`src/rtl/term_pkg.sv`:
```
// ============================================================================
// Module   : term_pkg
// Brief    : Shared constants, control codes and FSM states for the text
//            terminal writer. Optional macro: TERM_SCROLL_EN (scroll states).
// Revision : 1.0
// ============================================================================
`default_nettype none

package term_pkg;

  localparam int TERM_COLS   = 80;
  localparam int TERM_ROWS   = 30;
  localparam int SCREEN_SIZE = TERM_COLS * TERM_ROWS;

  localparam logic [7:0] CHAR_SPACE = 8'h20;

  localparam logic [6:0] CODE_BS       = 7'h08;
  localparam logic [6:0] CODE_LF       = 7'h0A;
  localparam logic [6:0] CODE_FF       = 7'h0C;
  localparam logic [6:0] CODE_CR       = 7'h0D;
  localparam logic [6:0] CODE_PRINT_LO = 7'h20;
  localparam logic [6:0] CODE_PRINT_HI = 7'h7E;

  typedef enum logic [2:0] {
    ST_IDLE       = 3'd0,
    ST_WRITE      = 3'd1,
    ST_CLEAR      = 3'd2
`ifdef TERM_SCROLL_EN
    ,
    ST_SCROLL_RD  = 3'd3,
    ST_SCROLL_CAP = 3'd4,
    ST_SCROLL_WR  = 3'd5
`endif
  } term_state_e;

endpackage

`default_nettype wire

```
`src/rtl/term_addr_seq.sv`:
```
// ============================================================================
// Module   : term_addr_seq
// Brief    : Loadable address counter (start/end/done) driving bulk scroll
//            and clear sweeps. Optional macro: none.
// Revision : 1.0
// ============================================================================
`default_nettype none

module term_addr_seq
  import term_pkg::*;
#(
  parameter int ADDR_W = 12
) (
  input  logic              clk,
  input  logic              reset,
  input  logic              i_load,
  input  logic [ADDR_W-1:0] i_start,
  input  logic [ADDR_W-1:0] i_end,
  input  logic              i_step,
  output logic [ADDR_W-1:0] o_cur,
  output logic [ADDR_W-1:0] o_next,
  output logic              o_done
);

  logic [ADDR_W-1:0] r_cur;
  logic [ADDR_W-1:0] r_end;

  always_ff @(posedge clk) begin
    if (reset) begin
      r_cur <= '0;
      r_end <= '0;
    end else if (i_load) begin
      r_cur <= i_start;
      r_end <= i_end;
    end else if (i_step && (r_cur != r_end)) begin
      r_cur <= r_cur + 1'b1;
    end
  end

  assign o_cur  = r_cur;
  assign o_next = r_cur + 1'b1;
  assign o_done = (r_cur == r_end);

endmodule

`default_nettype wire

```
`src/rtl/text_terminal_writer.sv`:
```
// ============================================================================
// Module   : text_terminal_writer
// Brief    : ASCII stream to character-memory writer with cursor, CR/LF/BS/FF,
//            auto-wrap and bottom scroll. Optional macro: TERM_SCROLL_EN.
// Revision : 1.0
// ============================================================================
`default_nettype none

module text_terminal_writer
  import term_pkg::*;
#(
  parameter int COLS   = TERM_COLS,
  parameter int ROWS   = TERM_ROWS,
  parameter int ADDR_W = 12
) (
  input  logic              clk,
  input  logic              reset,
  input  logic              in_valid,
  input  logic [7:0]        in_data,
  output logic              in_ready,
  output logic              mem_req,
  input  logic              mem_gnt,
  output logic              mem_we,
  output logic [ADDR_W-1:0] mem_addr,
  output logic [7:0]        mem_wdata,
  input  logic [7:0]        mem_rdata,
  output logic [6:0]        cursor_x,
  output logic [4:0]        cursor_y,
  output logic              busy
);

  localparam logic [6:0]        C_X_LAST       = 7'(COLS - 1);
  localparam logic [4:0]        C_Y_LAST       = 5'(ROWS - 1);
  localparam logic [ADDR_W-1:0] C_COLS_A       = ADDR_W'(COLS);
  localparam logic [ADDR_W-1:0] C_ROW0_LAST    = ADDR_W'(COLS - 1);
  localparam logic [ADDR_W-1:0] C_SCREEN_LAST  = ADDR_W'(ROWS * COLS - 1);
`ifdef TERM_SCROLL_EN
  localparam logic [ADDR_W-1:0] C_MOVE_LAST    = ADDR_W'((ROWS - 1) * COLS - 1);
  localparam logic [ADDR_W-1:0] C_LASTROW_BASE = ADDR_W'((ROWS - 1) * COLS);
`endif

  term_state_e       r_state, w_state_nxt;
  logic              r_req, w_req_nxt;
  logic              r_we, w_we_nxt;
  logic [ADDR_W-1:0] r_addr, w_addr_nxt;
  logic [7:0]        r_wdata, w_wdata_nxt;
  logic [6:0]        r_x, w_x_nxt;
  logic [4:0]        r_y, w_y_nxt;
  logic              w_newline;

  logic              w_seq_load;
  logic [ADDR_W-1:0] w_seq_start;
  logic [ADDR_W-1:0] w_seq_end;
  logic              w_seq_step;
  logic [ADDR_W-1:0] w_seq_cur;
  logic [ADDR_W-1:0] w_seq_next;
  logic              w_seq_done;

  logic [6:0]        w_code;
  logic [ADDR_W-1:0] w_cur_addr;

  assign w_code     = in_data[6:0];
  assign w_cur_addr = ADDR_W'(r_y) * C_COLS_A + ADDR_W'(r_x);

  term_addr_seq #(
    .ADDR_W (ADDR_W)
  ) u_addr_seq (
    .clk     (clk),
    .reset   (reset),
    .i_load  (w_seq_load),
    .i_start (w_seq_start),
    .i_end   (w_seq_end),
    .i_step  (w_seq_step),
    .o_cur   (w_seq_cur),
    .o_next  (w_seq_next),
    .o_done  (w_seq_done)
  );

  always_ff @(posedge clk) begin
    if (reset) begin
      r_state <= ST_IDLE;
      r_req   <= 1'b0;
      r_we    <= 1'b0;
      r_addr  <= '0;
      r_wdata <= '0;
      r_x     <= '0;
      r_y     <= '0;
    end else begin
      r_state <= w_state_nxt;
      r_req   <= w_req_nxt;
      r_we    <= w_we_nxt;
      r_addr  <= w_addr_nxt;
      r_wdata <= w_wdata_nxt;
      r_x     <= w_x_nxt;
      r_y     <= w_y_nxt;
    end
  end

  always_comb begin
    w_state_nxt = r_state;
    w_req_nxt   = r_req;
    w_we_nxt    = r_we;
    w_addr_nxt  = r_addr;
    w_wdata_nxt = r_wdata;
    w_x_nxt     = r_x;
    w_y_nxt     = r_y;
    w_newline   = 1'b0;
    w_seq_load  = 1'b0;
    w_seq_start = '0;
    w_seq_end   = '0;
    w_seq_step  = 1'b0;

    case (r_state)
      ST_IDLE: begin
        if (in_valid) begin
          if ((w_code >= CODE_PRINT_LO) && (w_code <= CODE_PRINT_HI)) begin
            w_state_nxt = ST_WRITE;
            w_req_nxt   = 1'b1;
            w_we_nxt    = 1'b1;
            w_addr_nxt  = w_cur_addr;
            w_wdata_nxt = in_data;
          end else if (w_code == CODE_CR) begin
            w_x_nxt = '0;
          end else if (w_code == CODE_LF) begin
            w_newline = 1'b1;
          end else if (w_code == CODE_BS) begin
            if (r_x != '0) w_x_nxt = r_x - 7'd1;
          end else if (w_code == CODE_FF) begin
            w_state_nxt = ST_CLEAR;
            w_req_nxt   = 1'b1;
            w_we_nxt    = 1'b1;
            w_addr_nxt  = '0;
            w_wdata_nxt = CHAR_SPACE;
            w_seq_load  = 1'b1;
            w_seq_end   = C_SCREEN_LAST;
            w_x_nxt     = '0;
            w_y_nxt     = '0;
          end
        end
      end

      ST_WRITE: begin
        if (mem_gnt) begin
          w_state_nxt = ST_IDLE;
          w_req_nxt   = 1'b0;
          if (r_x == C_X_LAST) begin
            w_x_nxt   = '0;
            w_newline = 1'b1;
          end else begin
            w_x_nxt = r_x + 7'd1;
          end
        end
      end

`ifdef TERM_SCROLL_EN
      ST_SCROLL_RD: begin
        if (mem_gnt) begin
          w_state_nxt = ST_SCROLL_CAP;
          w_req_nxt   = 1'b0;
        end
      end

      // Read data is valid the cycle after the grant; capture it here.
      ST_SCROLL_CAP: begin
        w_state_nxt = ST_SCROLL_WR;
        w_req_nxt   = 1'b1;
        w_we_nxt    = 1'b1;
        w_addr_nxt  = w_seq_cur;
        w_wdata_nxt = mem_rdata;
      end

      ST_SCROLL_WR: begin
        if (mem_gnt) begin
          if (w_seq_done) begin
            w_state_nxt = ST_CLEAR;
            w_addr_nxt  = C_LASTROW_BASE;
            w_wdata_nxt = CHAR_SPACE;
            w_seq_load  = 1'b1;
            w_seq_start = C_LASTROW_BASE;
            w_seq_end   = C_SCREEN_LAST;
          end else begin
            w_state_nxt = ST_SCROLL_RD;
            w_we_nxt    = 1'b0;
            w_addr_nxt  = w_seq_next + C_COLS_A;
            w_seq_step  = 1'b1;
          end
        end
      end
`endif

      ST_CLEAR: begin
        if (mem_gnt) begin
          if (w_seq_done) begin
            w_state_nxt = ST_IDLE;
            w_req_nxt   = 1'b0;
          end else begin
            w_addr_nxt = w_seq_next;
            w_seq_step = 1'b1;
          end
        end
      end

      default: begin
        w_state_nxt = ST_IDLE;
        w_req_nxt   = 1'b0;
      end
    endcase

    // Newline overrides whatever the state branch chose for the last row.
    if (w_newline) begin
      if (r_y != C_Y_LAST) begin
        w_y_nxt = r_y + 5'd1;
      end else begin
`ifdef TERM_SCROLL_EN
        w_state_nxt = ST_SCROLL_RD;
        w_req_nxt   = 1'b1;
        w_we_nxt    = 1'b0;
        w_addr_nxt  = C_COLS_A;
        w_seq_load  = 1'b1;
        w_seq_end   = C_MOVE_LAST;
`else
        w_y_nxt     = '0;
        w_state_nxt = ST_CLEAR;
        w_req_nxt   = 1'b1;
        w_we_nxt    = 1'b1;
        w_addr_nxt  = '0;
        w_wdata_nxt = CHAR_SPACE;
        w_seq_load  = 1'b1;
        w_seq_end   = C_ROW0_LAST;
`endif
      end
    end
  end

`ifndef TERM_SCROLL_EN
  logic w_unused;
  assign w_unused = &{1'b0, mem_rdata, w_seq_cur};
`endif

  assign in_ready  = (r_state == ST_IDLE);
  assign busy      = ~in_ready;
  assign mem_req   = r_req;
  assign mem_we    = r_we;
  assign mem_addr  = r_addr;
  assign mem_wdata = r_wdata;
  assign cursor_x  = r_x;
  assign cursor_y  = r_y;

endmodule

`default_nettype wire

```
`config.mk`:
```
export PLATFORM = sky130hd
export DESIGN_NAME = text_terminal_writer
export DESIGN_NICKNAME = d
export VERILOG_FILES = /design/src/rtl/term_pkg.sv /design/src/rtl/term_addr_seq.sv /design/src/rtl/text_terminal_writer.sv
export SDC_FILE = /design/constraint.sdc
export NUM_CORES = 1
export LEC_CHECK = 0
export CORE_MARGIN = 5
export CORE_UTILIZATION = 30
export DETAILED_ROUTE_END_ITERATION = 8
export PLACE_DENSITY = 0.6
export SLEW_MARGIN = 40
export SYNTH_ARGS = -nofsm -noshare
export SYNTH_HDL_FRONTEND = slang
export SYNTH_SLANG_ARGS = --single-unit
```
`constraint.sdc`:
```
create_clock -name clk -period 3 [get_ports clk]
set_input_delay 0.6 -clock clk [delete_from_list [all_inputs] [get_ports clk]]
set_output_delay 0.6 -clock clk [all_outputs]
set_load 0.03 [all_outputs]
```
==> metrics.cfg, run 1 <==
[clock_network]
clock-root-buffer=clkbuf_8
clk_latency_ns=0.31
h-tree-depth=2
cts_sinks=51
ctsHoldBuffers=0
cts_tree=built
cts_inserted_buffers=5
path_clk_slew_ns=0.11
cts_resized=0
post_cts_buffers=0
clk_path_buf_depth=2

[setup_path]
r2r_slack_ns=0.21
path_max_fanout=8
cp-start-kind=flip-flop
rr_worst_depth=9
r2r_end=mem_addr[11]
path_class=flip-flop to flip-flop
arrival_ns=2.99
r2r_start=cursor_y[2]
cp-startpoint=cursor_y[2]
worstPathRequired_ns=3.20
cp-endpoint=mem_addr[11]
critPathCaptureType=flip-flop

[finish]
final_cells=615
post-route-util=0.382
area.sequential_um2=1020
layout-drive-gt1-share=0.0821
syn2layout_area_growth_pct=24.7
final_common_cell=dfxtp_1
mostFrequentLayoutCells=51 x dfxtp_1, 47 x clkdlybuf4s50_1, 33 x nor2_1, 33 x a21oi_1, 32 x nand2_1
final_nets=511
fillerInstances=1151
multi_input_comb_area_um2=2090
antenna_cells=0

[timing]
min_period_ns=2.79
tightest_slew_ns=0.818
fin_worst_skew_ns=0.0145
rsz0062_at_grt=no
maxSlewViolCount=0
max-slew-margin-rel=0.454
hold_ws_ns=0.473
fin_setup_tns_ns=0
max_freq_mhz=358
fin_crit_sh=0.931
hold_violations=0
final-setup-viol-count=0

[power_and_ir_drop]
total_power_w=0.00129
ir_worst_vdd_mv=0.194
power_density_nw_per_um2=312
cellLeakagePower_nw=1.45

[floorplan]
row_count=38
core_um2=10800
die_y_um=115
die_w_um=115
start_util=0.307
io_pins=56
die_area_um2=13300

[grt]
grt_overflow=0
grt_pass1_vias=3228
grt_usage=0.149
grt_first_pass_wirelength_mm=16.0
antenna_found_initial=0
grt_max_degree=19

[placement]
io_buffers=47
place_hpwl_mm=7.51
placedCellCount=607
gp_congestion=0.908

[detailed_routing]
vias=3329
firstDrtPassIters=5
ant_nets=0
drt_iter0_drc=248
viasPerCell=5.41
drc_errors=0
wirelength_mm=9.72
post_drt_wl_per_cell_um=15.8

[logic_synthesis]
yosysUniqueCellTypes=62
yosysWarnings=0
synth_cells=422
yosysSeqAreaShare=0.307
postSynthAreaPerCell_um2=7.87
synthesis.nets=459
syn-cell-area_um2=3320
ys.flop_type=dfxtp_1
synthArstFlopShare=0
ys_ff_latch=51
synth_edf_count=0

[status]
status=complete, no violations

[min_path]
min_from=mem_addr[9]
hold_path.class=flip-flop to flip-flop

[run]
max-cap-violations=0

[metrics by stage]
step | area (um2) | worst slack [ns]
global route | 4150 | 0.0325
floorplan | 3320 | 0.304
CTS | 4140 | 0.195
global placement | 4040 | 0.173
detailed placement | 4040 | 0.122
finish | 4150 | 0.208
[cell families (layout without fill, tap and decap cells)]
| logic type | after synthesis | in the layout | synth area share |
|---|---|---|---|
| AO/OA/AOI/OAI | 117 | 117 | 0.236 |
| XOR/XNOR | 27 | 27 | 0.0753 |
| adder cells (fa/ha/maj) | 17 | 17 | 0.0685 |
| buffers and inverters | 54 | 107 | 0.0648 |
| flip-flops | 51 | 51 | 0.307 |
| multiplexers | 2 | 2 | 0.00602 |
| other | 1 | 1 | 0.00113 |
| AND/OR/NAND/NOR | 153 | 153 | 0.241 |
[sequential cells by signal (all words and copies together), names as in the netlist]
signal	count
cursor_x	7
cursor_y	5
mem_addr	12
mem_req	1
mem_wdata	8
mem_we	1
r_state	3
u_addr_seq.o_cur	12
u_addr_seq.r_end	2
[worst min-delay path by stage]
| stage | endpoint | depth (start not counted) | slack [ns] |
|---|---|---|---|
| floorplan | u_addr_seq.r_end[6] | 2 | 0.45 |
| global placement | mem_wdata[4] | 2 | 0.46 |
| detailed placement | mem_addr[9] | 2 | 0.46 |
| CTS | mem_addr[9] | 2 | 0.48 |
| global route | mem_addr[9] | 2 | 0.50 |
| finish | mem_addr[9] | 2 | 0.47 |
[synth_stat cells (all sizes together) (4+ instances only)]
cell / count / share of area
dfxtp: 51 / 0.31
a21oi: 33 / 0.050
nor2: 33 / 0.037
nand2: 32 / 0.036
inv: 27 / 0.030
nand3: 23 / 0.035
clkbuf: 22 / 0.025
nor3: 16 / 0.024
ha: 15 / 0.056
xor2: 15 / 0.040
a211oi: 12 / 0.031
o211ai: 12 / 0.027
o21ai: 12 / 0.018
xnor2: 11 / 0.029
a31oi: 10 / 0.019
nand4: 9 / 0.017
nor4: 9 / 0.019
o22ai: 6 / 0.011
buf: 5 / 0.0094
nand2b: 5 / 0.0094
a22oi: 4 / 0.0090
o31ai: 4 / 0.0090
or3: 4 / 0.0075
or4b: 4 / 0.012
[final cells by class]
class                   instances  area share
multi-input cells             317       0.505
flip-flops and latches         51       0.246
repair buffers                 72       0.159
well taps                     140      0.0423
inverters                      27      0.0244
clock buffers                   5      0.0166
clock inverters                 3     0.00694
[worst max-delay path, stage by stage, from the launching register on]
cell	delay, ns
dfxtp_1	0.49
ha_1	0.20
ha_1	0.15
inv_1	0.05
fa_1	0.49
nand2b_1	0.20
a211o_1	0.24
o32ai_1	0.38
a221oi_1	0.16
a2111oi_1	0.32
[metal layers]
layer	share of wire	routed length (um)	vias to the layer above	track usage
met5	0	0	-	0
li1	-	-	1660	-
met1	0.47	4540	1564	0.199
met4	0.012	119	0	0.0438
met3	0.066	643	8	0.0326
met2	0.45	4420	97	0.240
[where the power goes]
group	switching [W]	total (W)	internal, W
clock	0.000264	0.000438	0.000174
combinational	0.0000959	0.000161	0.0000653
sequential	0.00000834	0.000694	0.000685
total	0.000368	0.00129	0.000924
Power figures use the tool's default switching activity.
==> run 2: changes to the inputs <==
--- a/config.mk
+++ b/config.mk
@@ -9,7 +9,6 @@
 export CORE_UTILIZATION = 30
 export DETAILED_ROUTE_END_ITERATION = 8
 export PLACE_DENSITY = 0.6
-export SLEW_MARGIN = 40
 export SYNTH_ARGS = -nofsm -noshare
 export SYNTH_HDL_FRONTEND = slang
 export SYNTH_SLANG_ARGS = --single-unit
==> run 2 against run 1 <==
  * Critical endpoint unchanged
  * First-iteration DRC count shrank 2.4%
  * Largest power group unchanged
  * Sequential cell count is the same
  * Critical path type unchanged
  * Core utilization hardly changed
==> metrics.cfg, run 2 (synthesized netlist as in run 1, its figures left out) <==
[setup_path]
cp-start-kind=flip-flop
worstPathRequired_ns=3.20  ; about the same
path_max_fanout=8  ; unchanged
crit_chain=ha_1 -> ha_1 -> inv_1 -> fa_1 -> nand2b_1 -> a211o_1 -> o32ai_1 -> a221oi_1 -> a2111oi_1
arrival_ns=2.96  ; -0.03 ns
cpPeakStageDelay_ns=0.49  ; about the same
critPathSlowestCell=fa_1
path_class=flip-flop to flip-flop
critPathCaptureType=flip-flop
cpMostUsedCell=ha_1
r2r_slack_ns=0.24  ; +0.03 ns

[clock_network]
clock-root-buffer=clkbuf_8
cts_inserted_buffers=5  ; unchanged
path_clk_slew_ns=0.11  ; about the same
clk_latency_ns=0.31  ; about the same
clk_path_buf_depth=2  ; unchanged
cts_tree=built
h-tree-depth=2  ; unchanged
post_cts_buffers=0  ; unchanged
cts_sinks=51  ; unchanged

[power_and_ir_drop]
cellLeakagePower_nw=1.45  ; -0.12%
power_density_nw_per_um2=312  ; about the same
ir_worst_vdd_mv=0.195  ; +0.57%

[floorplan]
die_area_um2=13300  ; unchanged
die_y_um=115  ; unchanged
die_w_um=115  ; unchanged
io_pins=56  ; unchanged
core_um2=10800  ; unchanged
start_util=0.307  ; unchanged
row_count=38  ; unchanged

[detailed_routing]
wirelength_mm=9.74  ; +0.19%
drt_iter0_drc=242  ; -2.4%
drc_errors=0  ; unchanged
firstDrtPassIters=5  ; unchanged
viasPerCell=5.44  ; +0.51%
ant_nets=0  ; unchanged
post_drt_wl_per_cell_um=15.8  ; +0.19%
vias=3346  ; +0.51%

[timing]
max-slew-margin-rel=0.400  ; -0.0535
rsz0062_at_grt=no
fin_crit_sh=0.921  ; -0.00938
fin_setup_tns_ns=0  ; unchanged
max_freq_mhz=362  ; +1.0%
final-setup-viol-count=0  ; unchanged
hold_violations=0  ; unchanged
tightest_slew_ns=0.894  ; +0.0761 ns
hold_ws_ns=0.473  ; +0.000127 ns
maxSlewViolCount=0  ; unchanged
fin_worst_skew_ns=0.0154  ; +0.000853 ns
min_period_ns=2.76  ; -0.0281 ns

[grt]
antenna_found_initial=0  ; unchanged
grt_max_degree=19  ; unchanged
grt_overflow=0  ; unchanged
grt_usage=0.149  ; unchanged
grt_first_pass_wirelength_mm=16.0  ; unchanged
grt_pass1_vias=3228  ; unchanged

[finish]
mostFrequentLayoutCells=51 x dfxtp_1, 47 x clkdlybuf4s50_1, 33 x nor2_1, 33 x a21oi_1, 32 x nand2_1
final_cells=615  ; unchanged
layout-drive-gt1-share=0.0800  ; -0.00211
post-route-util=0.382  ; about the same
antenna_cells=0  ; unchanged
final_common_cell=dfxtp_1
final_nets=511  ; unchanged
fillerInstances=1151  ; unchanged
syn2layout_area_growth_pct=24.6  ; about the same

[placement]
io_buffers=47  ; unchanged
place_hpwl_mm=7.51  ; unchanged
placedCellCount=607  ; unchanged
gp_congestion=0.908  ; unchanged

[run]
max-cap-violations=0  ; unchanged

[min_path]
hold_path.class=flip-flop to flip-flop

[status]
status=complete, no violations

==> run 2: what timing repair did <==
| action | CTS | global route |
|---|---|---|
| hold buffers | 0 | 0 |
| setup endpoints to repair | 0 | 1 |
| hold endpoints to repair | 0 | 0 |
| resized for setup | 0 | 1 |
==> run 2: power by group <==
part           total, W  internal [W]  switching (W)
logic          0.000162     0.0000653      0.0000962
clock network  0.000437      0.000174       0.000264
registers      0.000694      0.000685     0.00000837
total           0.00129      0.000924       0.000368
==> run 2: cell type report <==
| type | count | area [um2] | area share |
|---|---|---|---|
| flip-flops and latches | 51 | 1020 | 0.247 |
| multi-input cells | 317 | 2090 | 0.504 |
| clock inverters | 3 | 28.8 | 0.00695 |
| repair buffers | 72 | 658 | 0.159 |
| well taps | 140 | 175 | 0.0423 |
| inverters | 27 | 101 | 0.0245 |
| clock buffers | 5 | 68.8 | 0.0166 |
==> run 2: worst max-delay path, delay by kind of cell, from the launching register on <==
| family | cells | cell delay [ns] |
|---|---|---|
| and+or+nand+nor | 1 | 0.20 |
| adders and majority gates | 3 | 0.84 |
| AOI/OAI and AO/OA | 4 | 1.07 |
| buffers and inverters | 1 | 0.05 |
| DFF | 1 | 0.48 |
==> run 2: metal layers <==
metal / wire length [um] / share of wire / vias to the layer above / track usage
met2: 4420 / 0.45 / 97 / 0.240
met5: 0 / 0 / - / 0
met1: 4570 / 0.47 / 1580 / 0.199
met4: 122 / 0.013 / 0 / 0.0438
li1: - / - / 1659 / -
met3: 624 / 0.064 / 10 / 0.0326
==> run 2: per-stage QoR <==
step / worst slack, ns / area, um2 / power [W]
after CTS: 0.195 / 4140 / 0.00131
after global routing: 0.0325 / 4140 / 0.00135
final: 0.236 / 4140 / 0.00129
after detailed placement: 0.122 / 4040 / 0.000870
after floorplan: 0.304 / 3320 / 0.000796
after global placement: 0.173 / 4040 / 0.000867
==> run 2: path summary, 6_finish.rpt <==
| path | startpoint | to | cells after the start |
|---|---|---|---|
| max reg2reg | cursor_y[2] | mem_addr[11] | 9 |
| max | cursor_y[2] | mem_addr[11] | 9 |
| min | mem_addr[9] | mem_addr[9] | 2 |
| min reg2reg | mem_addr[9] | mem_addr[9] | 2 |
==> run 3: changes to the inputs <==
--- a/config.mk
+++ b/config.mk
@@ -6,9 +6,9 @@
 export NUM_CORES = 1
 export LEC_CHECK = 0
 export CORE_MARGIN = 5
-export CORE_UTILIZATION = 30
+export CORE_UTILIZATION = 36
 export DETAILED_ROUTE_END_ITERATION = 8
-export PLACE_DENSITY = 0.6
+export PLACE_DENSITY = 0.68
 export SYNTH_ARGS = -nofsm -noshare
 export SYNTH_HDL_FRONTEND = slang
 export SYNTH_SLANG_ARGS = --single-unit
==> constraint.sdc (replaced) <==
create_clock -name clk -period 3.6 [get_ports clk]
set_input_delay 0.72 -clock clk [delete_from_list [all_inputs] [get_ports clk]]
set_output_delay 0.72 -clock clk [all_outputs]
set_load 0.03 [all_outputs]
==> run 3 against run 2 <==
  * Total power is 20% lower
  * Sequential power is 17% lower
  * Worst setup slack better by 0.44 ns
  * Count of clock-buffer cells in the layout stayed put
  * Combinational power is 25% lower
  * Sequential share of layout area is 1.1 points higher
  * Cell count is 7.6% lower
  * Sequential cell count stayed put
  * Critical endpoint unchanged
  * Highest routed layer unchanged
==> metrics.cfg, run 3 (synthesized netlist as in run 1, its figures left out) <==
[status]
status=complete, no violations

[timing]
max_freq_mhz=342  ; -5.4%
min_period_ns=2.92  ; +0.157 ns
max-slew-margin-rel=0.396  ; -0.00436
fin_setup_tns_ns=0  ; unchanged
tightest_slew_ns=0.900  ; +0.00649 ns
fin_crit_sh=0.811  ; -0.110
final-setup-viol-count=0  ; unchanged
maxSlewViolCount=0  ; unchanged
hold_ws_ns=0.473  ; +0.0000260 ns
hold_violations=0  ; unchanged
rsz0062_at_grt=no
fin_worst_skew_ns=0.0106  ; -0.00474 ns

[setup_path]
r2r_slack_ns=0.68  ; +0.44 ns
critPathCaptureType=flip-flop
cpPeakStageDelay_ns=0.50  ; about the same
cpMostUsedCell=ha_1
r2r_end=mem_addr[11]
rr_worst_depth=9  ; unchanged
crit_chain=ha_1 -> ha_1 -> inv_1 -> fa_1 -> nand2b_1 -> a211o_1 -> o32ai_1 -> a221oi_1 -> a2111oi_0
worstPathRequired_ns=3.79  ; +0.59 ns
path_class=flip-flop to flip-flop
arrival_ns=3.12  ; +0.16 ns
cp-start-kind=flip-flop
critPathSlowestCell=dfxtp_1
path_max_fanout=8  ; unchanged
r2r_start=cursor_y[1]

[min_path]
hold_path.class=flip-flop to flip-flop
min_from=mem_addr[9]
hold_depth=2  ; unchanged
whs_endpoint=mem_addr[9]

[power_and_ir_drop]
clockPowerShare=0.326  ; -0.012
pwr-share-seq=0.556  ; +0.019
total_power_w=0.00104  ; -20%
cellLeakagePower_nw=1.36  ; -6.3%
ir_worst_vdd_mv=0.160  ; -18%
p_sw_w=0.000288  ; -22%
combPwrFrac=0.118  ; -0.007
power_density_nw_per_um2=262  ; -16%
cellInternalPower_w=0.000750  ; -19%
switching_share=0.277  ; -0.00741

[detailed_routing]
viasPerCell=5.85  ; +7.5%
drt_iter0_drc=163  ; -33%
wirelength_mm=9.12  ; -6.3%
post_drt_wl_per_cell_um=16.1  ; +1.5%
ant_nets=0  ; unchanged
drc_errors=0  ; unchanged
firstDrtPassIters=4  ; -1
vias=3323  ; -0.69%

[grt]
grt_usage=0.158  ; +0.00982
grt-busiest-layer=met2
use_met1=0.210  ; +0.0115
grt_first_pass_wirelength_mm=14.8  ; -7.8%
grt_overflow=0  ; unchanged
use_met3=0.0298  ; -0.00288
grt_pass1_vias=3058  ; -5.3%
antenna_found_initial=0  ; unchanged
grt_max_degree=19  ; unchanged
grt_util_met2=0.263  ; +0.0232

[placement]
io_buffers=47  ; unchanged
gp_congestion=0.854  ; -6.0%
place_hpwl_mm=6.86  ; -8.7%

[floorplan]
core_um2=9110  ; -16%
row_count=35  ; -7.9%
die_w_um=106  ; -8.0%
die_y_um=106  ; -8.0%
die_area_um2=11300  ; -15%
start_util=0.365  ; +0.0583
io_pins=56  ; unchanged

[clock_network]
ctsHoldBuffers=0  ; unchanged
post_cts_buffers=0  ; unchanged
clk_latency_ns=0.31  ; about the same
clk_path_buf_depth=2  ; unchanged
cts_tree=built
cts_sinks=51  ; unchanged
h-tree-depth=2  ; unchanged
cts_resized=0  ; unchanged
clock-root-buffer=clkbuf_8
cts_inserted_buffers=5  ; unchanged
path_clk_slew_ns=0.10  ; about the same

[finish]
mostFrequentLayoutCells=51 x dfxtp_1, 47 x clkdlybuf4s50_1, 33 x nor2_1, 33 x a21oi_1, 32 x nand2_1
layout-drive-gt1-share=0.0438  ; -0.0362
multi_input_comb_area_um2=2090  ; about the same
final_nets=494  ; -3.3%
antenna_cells=0  ; unchanged
area.sequential_um2=1020  ; unchanged
post-route-util=0.435  ; +0.0528
syn2layout_area_growth_pct=19.2
fillerInstances=946  ; -18%
final_common_cell=dfxtp_1

[run]
max-cap-violations=0  ; unchanged

==> run 3: cell count changes in the layout (fill, tap and decap cells not counted), sizes merged <==
cell	delta
buf	-17
inv	-1
==> run 3: final cells by class <==
| type | instances | area share |
|---|---|---|
| clock buffers | 5 | 0.0174 |
| clock inverters | 2 | 0.00347 |
| inverters | 27 | 0.0256 |
| multi-input cells | 317 | 0.527 |
| flip-flops and latches | 51 | 0.258 |
| well taps | 111 | 0.0351 |
| repair buffers | 55 | 0.134 |
==> run 3: how the worst max path moves through the flow <==
stage	startpoint	end	slack, ns	cells after the start
after detailed placement	in_valid	mem_addr[8]	0.50	6
final	cursor_y[1]	mem_addr[11]	0.68	9
after global placement	in_valid	mem_addr[8]	0.53	6
after global routing	cursor_y[1]	mem_addr[11]	0.40	9
after floorplan	cursor_y[1]	mem_addr[11]	0.90	9
after CTS	cursor_y[1]	mem_addr[11]	0.66	9
==> run 3: per-layer routing <==
layer / vias to the layer above / wire length [um]
met5: - / 0
met4: 0 / 108
met3: 10 / 598
met2: 96 / 4180
met1: 1596 / 4230
li1: 1621 / -
==> run 3: metrics by stage <==
step / instance area, um2 / worst slack [ns] / std cells
floorplan: 3320 / 0.904 / 422
global placement: 3880 / 0.532 / 561
detailed placement: 3880 / 0.503 / 561
CTS: 3960 / 0.664 / 568
global route: 3960 / 0.403 / 568
finish: 3960 / 0.679 / 568
==> run 3: worst max-delay path: cells and delay by family, from the launching register on <==
family                     cells  cell delay [ns]
AOI/OAI and AO/OA              4             1.10
and+or+nand+nor                1             0.20
DFF                            1             0.50
adders and majority gates      3             0.95
buffers and inverters          1             0.07
==> run 3: power groups by stage <==
stage	Sequential (W)	Clock (W)	Combinational (W)
2_1_floorplan	0.000600	0	0.0000637
3_3_place_gp	0.000590	0	0.000120
3_5_place_dp	0.000590	0	0.000121
4_1_cts	0.000577	0.000349	0.000122
5_1_grt	0.000579	0.000368	0.000132
6_report	0.000578	0.000338	0.000122
